$ cat src/rtl/input_vc_buffer_unit.sv
// Router input port: per-VC flit FIFOs, per-VC route latch and packet FSM, allocator request
// generation, a registered crossbar-side pop path and credit return.
module input_vc_buffer_unit #(
    parameter int unsigned VC_NUM       = 2,
    parameter int unsigned BUFFER_DEPTH = 4,
    parameter int unsigned DATA_W       = 32,
    parameter int unsigned PORT_W       = 3
) (
    input  logic                             clk,
    input  logic                             rst,
    input  logic                             valid_i,
    input  logic [$clog2(VC_NUM)-1:0]        vc_id_i,
    input  logic [1:0]                       flit_type_i,
    input  logic [PORT_W-1:0]                dest_port_i,
    input  logic [DATA_W-1:0]                data_i,
    input  logic [VC_NUM-1:0]                downstream_ok_i,
    input  logic [VC_NUM-1:0]                grant_i,
    output logic [VC_NUM-1:0]                request_o,
    output logic [VC_NUM-1:0][PORT_W-1:0]    out_port_o,
    output logic [VC_NUM-1:0]                credit_o,
    output logic                             valid_o,
    output logic [1:0]                       flit_type_o,
    output logic [DATA_W-1:0]                data_o,
    output logic [PORT_W-1:0]                xb_port_o,
    output logic                             error_o
);

    localparam int unsigned VC_W  = $clog2(VC_NUM);
    localparam int unsigned PTR_W = $clog2(BUFFER_DEPTH);
    localparam int unsigned CNT_W = $clog2(BUFFER_DEPTH + 1);
    localparam logic [PTR_W-1:0] PtrMax  = PTR_W'(BUFFER_DEPTH - 1);
    localparam logic [CNT_W-1:0] CntFull = CNT_W'(BUFFER_DEPTH);

    localparam logic [1:0] TypeHead = 2'b00;

    typedef enum logic [0:0] {StIdle, StActive} state_e;

    state_e state_q [VC_NUM];
    state_e state_d [VC_NUM];

    logic [1:0]        type_mem [VC_NUM][BUFFER_DEPTH];
    logic [PORT_W-1:0] port_mem [VC_NUM][BUFFER_DEPTH];
    logic [DATA_W-1:0] data_mem [VC_NUM][BUFFER_DEPTH];

    logic [PTR_W-1:0] rd_ptr_q [VC_NUM];
    logic [PTR_W-1:0] wr_ptr_q [VC_NUM];
    logic [CNT_W-1:0] count_q  [VC_NUM];

    logic [1:0]        front_type [VC_NUM];
    logic [PORT_W-1:0] front_port [VC_NUM];
    logic [DATA_W-1:0] front_data [VC_NUM];

    logic [VC_NUM-1:0] sent_q;
    logic [VC_NUM-1:0] non_empty, full, front_head, front_tail;
    logic [VC_NUM-1:0] write_sel, write_ok, pop_grant, discard, pop, route_latch;
    logic              grant_err, error_set;
    logic [1:0]        sel_type;
    logic [PORT_W-1:0] sel_port;
    logic [DATA_W-1:0] sel_data;

    function automatic logic [PTR_W-1:0] next_ptr(input logic [PTR_W-1:0] p);
        return (p == PtrMax) ? '0 : p + 1'b1;
    endfunction

    // FSM state register
    always_ff @(posedge clk or negedge rst) begin
        if (!rst) begin
            for (int v = 0; v < VC_NUM; v++) state_q[v] <= StIdle;
        end else begin
            for (int v = 0; v < VC_NUM; v++) state_q[v] <= state_d[v];
        end
    end

    // FSM next state
    always_comb begin
        for (int v = 0; v < VC_NUM; v++) begin
            state_d[v] = state_q[v];
            case (state_q[v])
                StIdle:   if (route_latch[v]) state_d[v] = StActive;
                StActive: if (pop_grant[v] && front_tail[v]) state_d[v] = StIdle;
            endcase
        end
    end

    // FSM outputs and pop decode
    always_comb begin
        sel_type = '0;
        sel_port = '0;
        sel_data = '0;
        for (int v = 0; v < VC_NUM; v++) begin
            front_type[v]  = type_mem[v][rd_ptr_q[v]];
            front_port[v]  = port_mem[v][rd_ptr_q[v]];
            front_data[v]  = data_mem[v][rd_ptr_q[v]];
            non_empty[v]   = (count_q[v] != '0);
            full[v]        = (count_q[v] == CntFull);
            // HEAD is 00 and HEADTAIL is 11; TAIL and HEADTAIL share bit 1
            front_head[v]  = (front_type[v][1] == front_type[v][0]);
            front_tail[v]  = front_type[v][1];
            request_o[v]   = (state_q[v] == StActive) && non_empty[v] && downstream_ok_i[v];
            route_latch[v] = (state_q[v] == StIdle) && non_empty[v] && front_head[v];
            discard[v]     = (state_q[v] == StIdle) && non_empty[v] && !front_head[v];
            write_sel[v]   = valid_i && (vc_id_i == VC_W'(v));
        end
        grant_err = ($countones(grant_i) > 1) || ((grant_i & ~request_o) != '0);
        pop_grant = grant_err ? '0 : (grant_i & request_o);
        pop       = pop_grant | discard;
        write_ok  = write_sel & (~full | pop);
        for (int v = 0; v < VC_NUM; v++) begin
            if (pop_grant[v]) begin
                sel_type = front_type[v];
                sel_port = out_port_o[v];
                sel_data = front_data[v];
            end
        end
        // A HEAD popped after the packet's own head means a missing tail upstream
        error_set = grant_err || (|discard) || (|(write_sel & ~write_ok)) ||
                    (|(pop_grant & front_head & ~front_tail & sent_q));
    end

    always_ff @(posedge clk) begin
        for (int v = 0; v < VC_NUM; v++) begin
            if (write_ok[v]) begin
                type_mem[v][wr_ptr_q[v]] <= flit_type_i;
                port_mem[v][wr_ptr_q[v]] <= dest_port_i;
                data_mem[v][wr_ptr_q[v]] <= data_i;
            end
        end
    end

    always_ff @(posedge clk or negedge rst) begin
        if (!rst) begin
            for (int v = 0; v < VC_NUM; v++) begin
                rd_ptr_q[v] <= '0;
                wr_ptr_q[v] <= '0;
                count_q[v]  <= '0;
            end
            sent_q      <= '0;
            out_port_o  <= '0;
            credit_o    <= '0;
            valid_o     <= 1'b0;
            flit_type_o <= '0;
            data_o      <= '0;
            xb_port_o   <= '0;
            error_o     <= 1'b0;
        end else begin
            for (int v = 0; v < VC_NUM; v++) begin
                if (write_ok[v]) wr_ptr_q[v] <= next_ptr(wr_ptr_q[v]);
                if (pop[v]) rd_ptr_q[v] <= next_ptr(rd_ptr_q[v]);
                if (write_ok[v] && !pop[v]) begin
                    count_q[v] <= count_q[v] + 1'b1;
                end else if (!write_ok[v] && pop[v]) begin
                    count_q[v] <= count_q[v] - 1'b1;
                end
                if (route_latch[v]) out_port_o[v] <= front_port[v];
                if (pop_grant[v]) sent_q[v] <= !front_tail[v];
            end
            valid_o  <= |pop_grant;
            credit_o <= pop;
            if (|pop_grant) begin
                flit_type_o <= sel_type;
                data_o      <= sel_data;
                xb_port_o   <= sel_port;
            end
            error_o <= error_o | error_set;
        end
    end

endmodule
$ cat config.mk
export PLATFORM = sky130hd
export DESIGN_NAME = input_vc_buffer_unit
export DESIGN_NICKNAME = d
export VERILOG_FILES = /design/src/rtl/input_vc_buffer_unit.sv
export SDC_FILE = /design/constraint.sdc
export NUM_CORES = 1
export LEC_CHECK = 0
export ABC_CLOCK_PERIOD_IN_PS = 5400
export CORE_ASPECT_RATIO = 1.4
export CORE_MARGIN = 4
export CORE_UTILIZATION = 45
export DETAILED_ROUTE_END_ITERATION = 8
export SYNTH_ARGS = -nofsm -noshare
export SYNTH_HDL_FRONTEND = slang
export SYNTH_SLANG_ARGS = --single-unit
$ cat constraint.sdc
create_clock -name clk -period 5.4 [get_ports clk]
set_input_delay 1.08 -clock clk [delete_from_list [all_inputs] [get_ports clk]]
set_output_delay 1.08 -clock clk [all_outputs]
set_load 0.05 [all_outputs]
==> flow_summary.ini, run 1 <==
[grt]
grt_antenna_before_repair = 0
grt_pass1_vias = 7406
grt_pass1_wl_um = 42900
grt_max_degree = 75
grtUsageTotal_pct = 16.7
grt_overflow = 0

[synthesis]
synth_commonest_cells = edfxtp_1 (296), mux4_2 (74), dfrtp_1 (65)
synth_top_area_cell = edfxtp_1
async_reset_ff_share_pct = 18.0
synth_top_cell_area_share_pct = 64.1
synth_most_common_cell = edfxtp_1
synthFlopType = edfxtp_1
synth.distinct_cells = 39
synth_edf_count = 296
synth_warnings = 0
ys_ff_latch = 361
syn_area_mm2 = 0.0139
synth_cells = 689
synth_area_per_cell_um2 = 20.1
synthTopCellsByArea = edfxtp_1 (64%), mux4_2 (12%), dfrtp_1 (12%), mux2i_1 (2.8%), o21ai_0 (1.3%)
synth-seq-area-share_pct = 75.8
synth_nets = 748

[placed_design]
place_area_mm2 = 0.0152
hpwl_um = 15400
port_buffers = 93
gp_congestion = 0.810

[clocking]
cts-root-buf = clkbuf_16
clk_pin_slew_worst_paths_ns = 0.06
clk_latency_ns = 0.51
cts_resized = 0
cts-buffers-inserted = 36
postCtsSetupBuffers = 0
htree_num_levels = 2
cts_tree = yes
cts.sinks = 361
cts_hold_buf = 0
cts_buffer_depth = 3

[timing]
fin_skew_ns = 0.0127
fmax_mhz = 262
fin_crit_sh_pct = 70.7
slew_viol_final = 0
tns_ns = 0
finalSetupViolCount = 0
hold_viol = 0
rsz0062_at_grt = false
worst_pin_slew_ns = 1.15
slew_headroom_pct = 23.1
post-route-min-period_ns = 3.82

[worst_setup_path]
cp-start-kind = flip-flop
critPathTopFamily = simple AND/OR/NAND/NOR gates
crit_buf_inv = 0
worst-r2r-setup-slack_ns = 1.58
slowest_delay_ns = 1.01
crit_arrival_ns = 3.94
crit_path_end_kind = flip-flop
slowest_stage = dfrtp_4
path_cells = mux4_2, xnor2_2, nor3_1, o31a_4, and2_2
path_class = flip-flop to flip-flop
cp.required_ns = 5.52
worstPathMaxFanout = 42

[power]
power.total_w = 0.00901
total_leakage_power_nw = 5.50
peakVddDrop_uv = 295
intPower_w = 0.00614
p_sw_w = 0.00288
p_seq_share_pct = 44.5
swShare_pct = 31.9
clockPowerShare_pct = 27.4
p_per_area_mw_per_mm2 = 550
power_frac_comb_pct = 28.1

[worst_hold_path]
hold_path.class = flip-flop to flip-flop

[cells_and_area]
areaGrowthSynthToFinish_pct = 18.1
postLayoutCellArea_mm2 = 0.0164
fin_util_pct = 54.2
diodes = 0
final_layout_size_suffix_gt1_share_pct = 19.6
finalNetCount = 853

[floorplan]
die_h_um = 216
io_pins = 94
num_rows = 75
die-area_mm2 = 0.0337
initial_utilization_pct = 45.9
core_area_mm2 = 0.0302
die_x_um = 156

[detailed_routing]
wl_um = 27300
vias_per_cell = 5.51
postRouteAntennaNets = 0
post_drt_wl_per_cell_um = 22.7
num_vias = 6645
initialDrtViolationCount = 360
drc_errors = 0
first_pass_iters = 4

[job]
cap_violations = 0

[status]
status = complete, no violations
[power groups by stage]
stage / logic [W] / registers [W] / clock network [W]
2_1_floorplan: 0.00143 / 0.00433 / 0
3_3_place_gp: 0.00253 / 0.00406 / 0
3_5_place_dp: 0.00257 / 0.00409 / 0
4_1_cts: 0.00258 / 0.00404 / 0.00253
5_1_grt: 0.00272 / 0.00410 / 0.00265
6_report: 0.00253 / 0.00401 / 0.00247
[placed cells by master (no fill, tap or decap), drive strengths merged, types with 2 or more instances in the layout]
cell           netlist  routed
xor2                 5       5
bufinv               0       4
a21oi                3       3
mux2                15      15
mux2i               39      39
dfrtp               65      65
buf                 16       5
edfxtp             296     296
clkbuf              14      44
nand3b               2       2
mux4                74      74
o21ai               37      37
clkinv               0      14
o21a                 2       2
nor2                14      14
xnor2                3       3
ha                  12      12
and2                 8       8
inv                 12      13
clkdlybuf4s50        0      92
and3b                2       2
nand2               48      48
nor3                 4       4
a22oi                2       2
nor3b                2       2
fa                   2       2
[per-stage QoR]
step                      std cells  hold slack, ns  worst slack, ns
after global placement         1141           0.480             1.36
after global routing           1205           0.519             1.19
after CTS                      1205           0.510             1.44
final                          1205           0.512             1.58
after detailed placement       1141           0.498             1.30
after floorplan                 689           0.471             1.99
[final cells by class]
type	count	area (um^2)
fillers	2349	13800
flip-flops and latches	361	10500
multi-input cells	286	3200
clock buffers	44	972
repair buffers	97	958
well taps	385	482
clock inverters	20	199
inverters	12	45.0
[path summary, 6_finish.rpt]
| path | startpoint | end | cells past startpoint |
|---|---|---|---|
| min in group asynchronous | rst | data_o[30]$_DFFE_PN0P_ | 1 |
| max in group asynchronous | rst | rd_ptr_q[2]$_DFFE_PN0P_ | 1 |
| worst max-delay path | rd_ptr_q[2]$_DFFE_PN0P_ | data_mem[0][97]$_DFFE_PP_ | 5 |
| worst min-delay path | sent_q[0]$_DFFE_PN0P_ | sent_q[0]$_DFFE_PN0P_ | 1 |
| worst max register to register | rd_ptr_q[2]$_DFFE_PN0P_ | data_mem[0][97]$_DFFE_PP_ | 5 |
| worst min register to register | sent_q[0]$_DFFE_PN0P_ | sent_q[0]$_DFFE_PN0P_ | 1 |
[kinds of logic (layout without fill, tap and decap cells)]
family / after synthesis / after routing / share of synthesized area, %
buffers and inverters: 42 / 173 / 1.28
muxes: 128 / 128 / 16.1
adders and majority gates: 14 / 14 / 1.37
and+or+nand+nor: 84 / 84 / 2.70
xor gates and xnor gates: 8 / 8 / 0.559
AOI/OAI and AO/OA: 52 / 52 / 2.20
DFF: 361 / 361 / 75.8
[layer usage]
metal  part of all wire [%]  GRT usage [%]  wire length [um]
met4                    2.3           5.07               630
met1                     40           21.5             11000
met2                     53           28.9             14500
met3                    4.4           3.05              1200
met5                      0              0                 0
[sequential cells by signal, indices dropped and copies added (netlist names), 3 cells and up]
register / flops
wr_ptr_q: 4
type_mem: 16
port_mem: 24
xb_port_o: 3
out_port_o: 6
count_q: 6
rd_ptr_q: 4
data_o: 32
data_mem: 256
[worst register-to-register path: stages, from the launching register on]
cell and delay, ns:
dfrtp_4 1.01, mux4_2 0.67, xnor2_2 0.18, nor3_1 0.38, o31a_4 0.26, and2_2 0.93
No activity file was read; power rests on OpenSTA's default activity.
==> run 2: changes to the inputs <==
ABC_CLOCK_PERIOD_IN_PS = 3310   (was 5400)
PLACE_DENSITY = 0.66   (was default)
clock period = 3.31 ns   (was 5.4 ns; I/O delays follow)
==> run 2 against run 1 <==
Compared with the run above: global-route usage shrank 0.16 points; hold slack worse by 0.21 ns; largest cell class unchanged; non-clock buffer count is 21 higher; critical path type unchanged; total power rose by 66%.
==> flow_summary.ini, run 2 (synthesis gave the netlist of run 1 again) <==
[cells_and_area]
final_layout_size_suffix_gt1_share_pct = 22.2
finalNetCount = 872
final_cell_mix = edfxtp_1 (296), clkdlybuf4s50_1 (92), mux4_2 (74)
fillers = 2311
multi_input_area_mm2 = 0.00320
final_common_cell = edfxtp_1
regArea_mm2 = 0.0105
largest_reg_flops = 256
areaGrowthSynthToFinish_pct = 20.0

[placed_design]
hpwl_um = 16300
gp_congestion = 0.789
port_buffers = 93
place_ws_ns = 0.145

[timing]
finalSetupViolCount = 0
rsz0062_at_grt = false
slew_viol_final = 0
whs_ns = 0.301
tns_ns = 0
worst_pin_slew_ns = 1.16
fin_ws_ns = 0.197
post-route-min-period_ns = 3.11
fmax_mhz = 321
slew_headroom_pct = 23.0
fin_skew_ns = 0.0172
fin_crit_sh_pct = 94.0
hold_viol = 0

[clocking]
cts_hold_buf = 0
cts_buffer_depth = 3
htree_num_levels = 2
clk_latency_ns = 0.52
cts-root-buf = clkbuf_16
cts.sinks = 361
cts_tree = yes
cts_resized = 0
postCtsSetupBuffers = 0
cts-buffers-inserted = 34
clk_pin_slew_worst_paths_ns = 0.06

[floorplan]
die-area_mm2 = 0.0337
die_h_um = 216
initial_utilization_pct = 45.9
io_pins = 94
core_area_mm2 = 0.0302
die_x_um = 156
num_rows = 75

[worst_setup_path]
slowest_delay_ns = 0.93
worstPathMaxFanout = 37
crit_buf_inv = 0
crit_arrival_ns = 3.24
path_class = flip-flop to flip-flop
slowest_stage = and2_2
crit_path_end_kind = flip-flop
cp-start-kind = flip-flop
cp.required_ns = 3.44
critPathTopFamily = simple AND/OR/NAND/NOR gates
path_cells = mux4_2, xnor2_2, nor3_1, o31a_4, and2_2

[grt]
grt_max_degree = 74
grt_antenna_before_repair = 1
grt_pass1_vias = 7345
grtUsageTotal_pct = 16.6
grt_overflow = 0
grt_pass1_wl_um = 42600

[worst_hold_path]
hold_path.class = primary input to async pin

[detailed_routing]
wl_um = 27400
drc_errors = 0
vias_per_cell = 5.50
post_drt_wl_per_cell_um = 22.3
postRouteAntennaNets = 0
num_vias = 6733
initialDrtViolationCount = 470
first_pass_iters = 4

[power]
p_per_area_mw_per_mm2 = 899
total_leakage_power_nw = 5.64
peakVddDrop_uv = 371

[status]
status = complete, no violations

[job]
cap_violations = 0
==> run 2: cell count changes in the layout (fill, tap and decap cells not counted) <==
cell	delta
buf_12	+4
buf_4	+17
bufinv_16	+1
clkbuf_1	+1
clkbuf_8	+4
clkinv_1	-7
clkinv_2	-4
clkinv_4	+1
clkinvlp_4	+2
diode_2	+1
==> run 2: final cells by class <==
type,count,share of cell area (%)
flip-flops and latches,361,63.2
multi-input cells,286,19.2
repair buffers,118,7.00
clock buffers,49,6.19
well taps,385,2.89
clock inverters,13,1.24
inverters,12,0.270
diodes,1,0.0150
==> run 2: worst register-to-register path: cells and delay by family (launching register included) <==
kind | cells | cell delay [ns]
multiplexers | 1 | 0.57
XOR/XNOR | 1 | 0.17
flip-flops | 1 | 0.44
AO/OA/AOI/OAI | 1 | 0.26
AND/OR/NAND/NOR | 2 | 1.26
==> run 2: final timing paths <==
path,startpoint,endpoint,slack (ns),cells past startpoint
max,rd_ptr_q[2]$_DFFE_PN0P_,data_mem[0][52]$_DFFE_PP_,0.20,5
min,rst,data_o[21]$_DFFE_PN0P_,0.30,1
max reg2reg,rd_ptr_q[2]$_DFFE_PN0P_,data_mem[0][52]$_DFFE_PP_,0.20,5
min reg2reg,sent_q[0]$_DFFE_PN0P_,sent_q[0]$_DFFE_PN0P_,0.51,1
max in group asynchronous,rst,rd_ptr_q[2]$_DFFE_PN0P_,2.26,1
min in group clk,sent_q[0]$_DFFE_PN0P_,sent_q[0]$_DFFE_PN0P_,0.51,1
==> run 2: per-layer routing <==
metal / share of wire (%) / global-route usage, % / vias up
met2: 55 / 29.5 / 138
li1: - / - / 2979
met4: 1.7 / 4.40 / 2
met1: 39 / 20.7 / 3579
met3: 4.3 / 3.19 / 35
met5: 0.048 / 0 / -
==> run 2: stage by stage <==
| step | total power, W | cell area (um^2) | instances | utilization, % |
|---|---|---|---|---|
| finish | 0.0150 | 16700 | 1225 | 55.1 |
| global route | 0.0157 | 16700 | 1224 | 55.1 |
| CTS | 0.0152 | 16700 | 1224 | 55.1 |
| detailed placement | 0.0110 | 15400 | 1162 | 51.0 |
| global placement | 0.0108 | 15400 | 1162 | 51.0 |
| floorplan | 0.00940 | 13900 | 689 | - |
==> run 2: where the power goes <==
| part | internal, W | switching [W] | total (W) |
|---|---|---|---|
| Sequential | 0.00575 | 0.000459 | 0.00621 |
| Clock | 0.00257 | 0.00161 | 0.00419 |
| Combinational | 0.00196 | 0.00262 | 0.00458 |
| Total | 0.0103 | 0.00469 | 0.0150 |
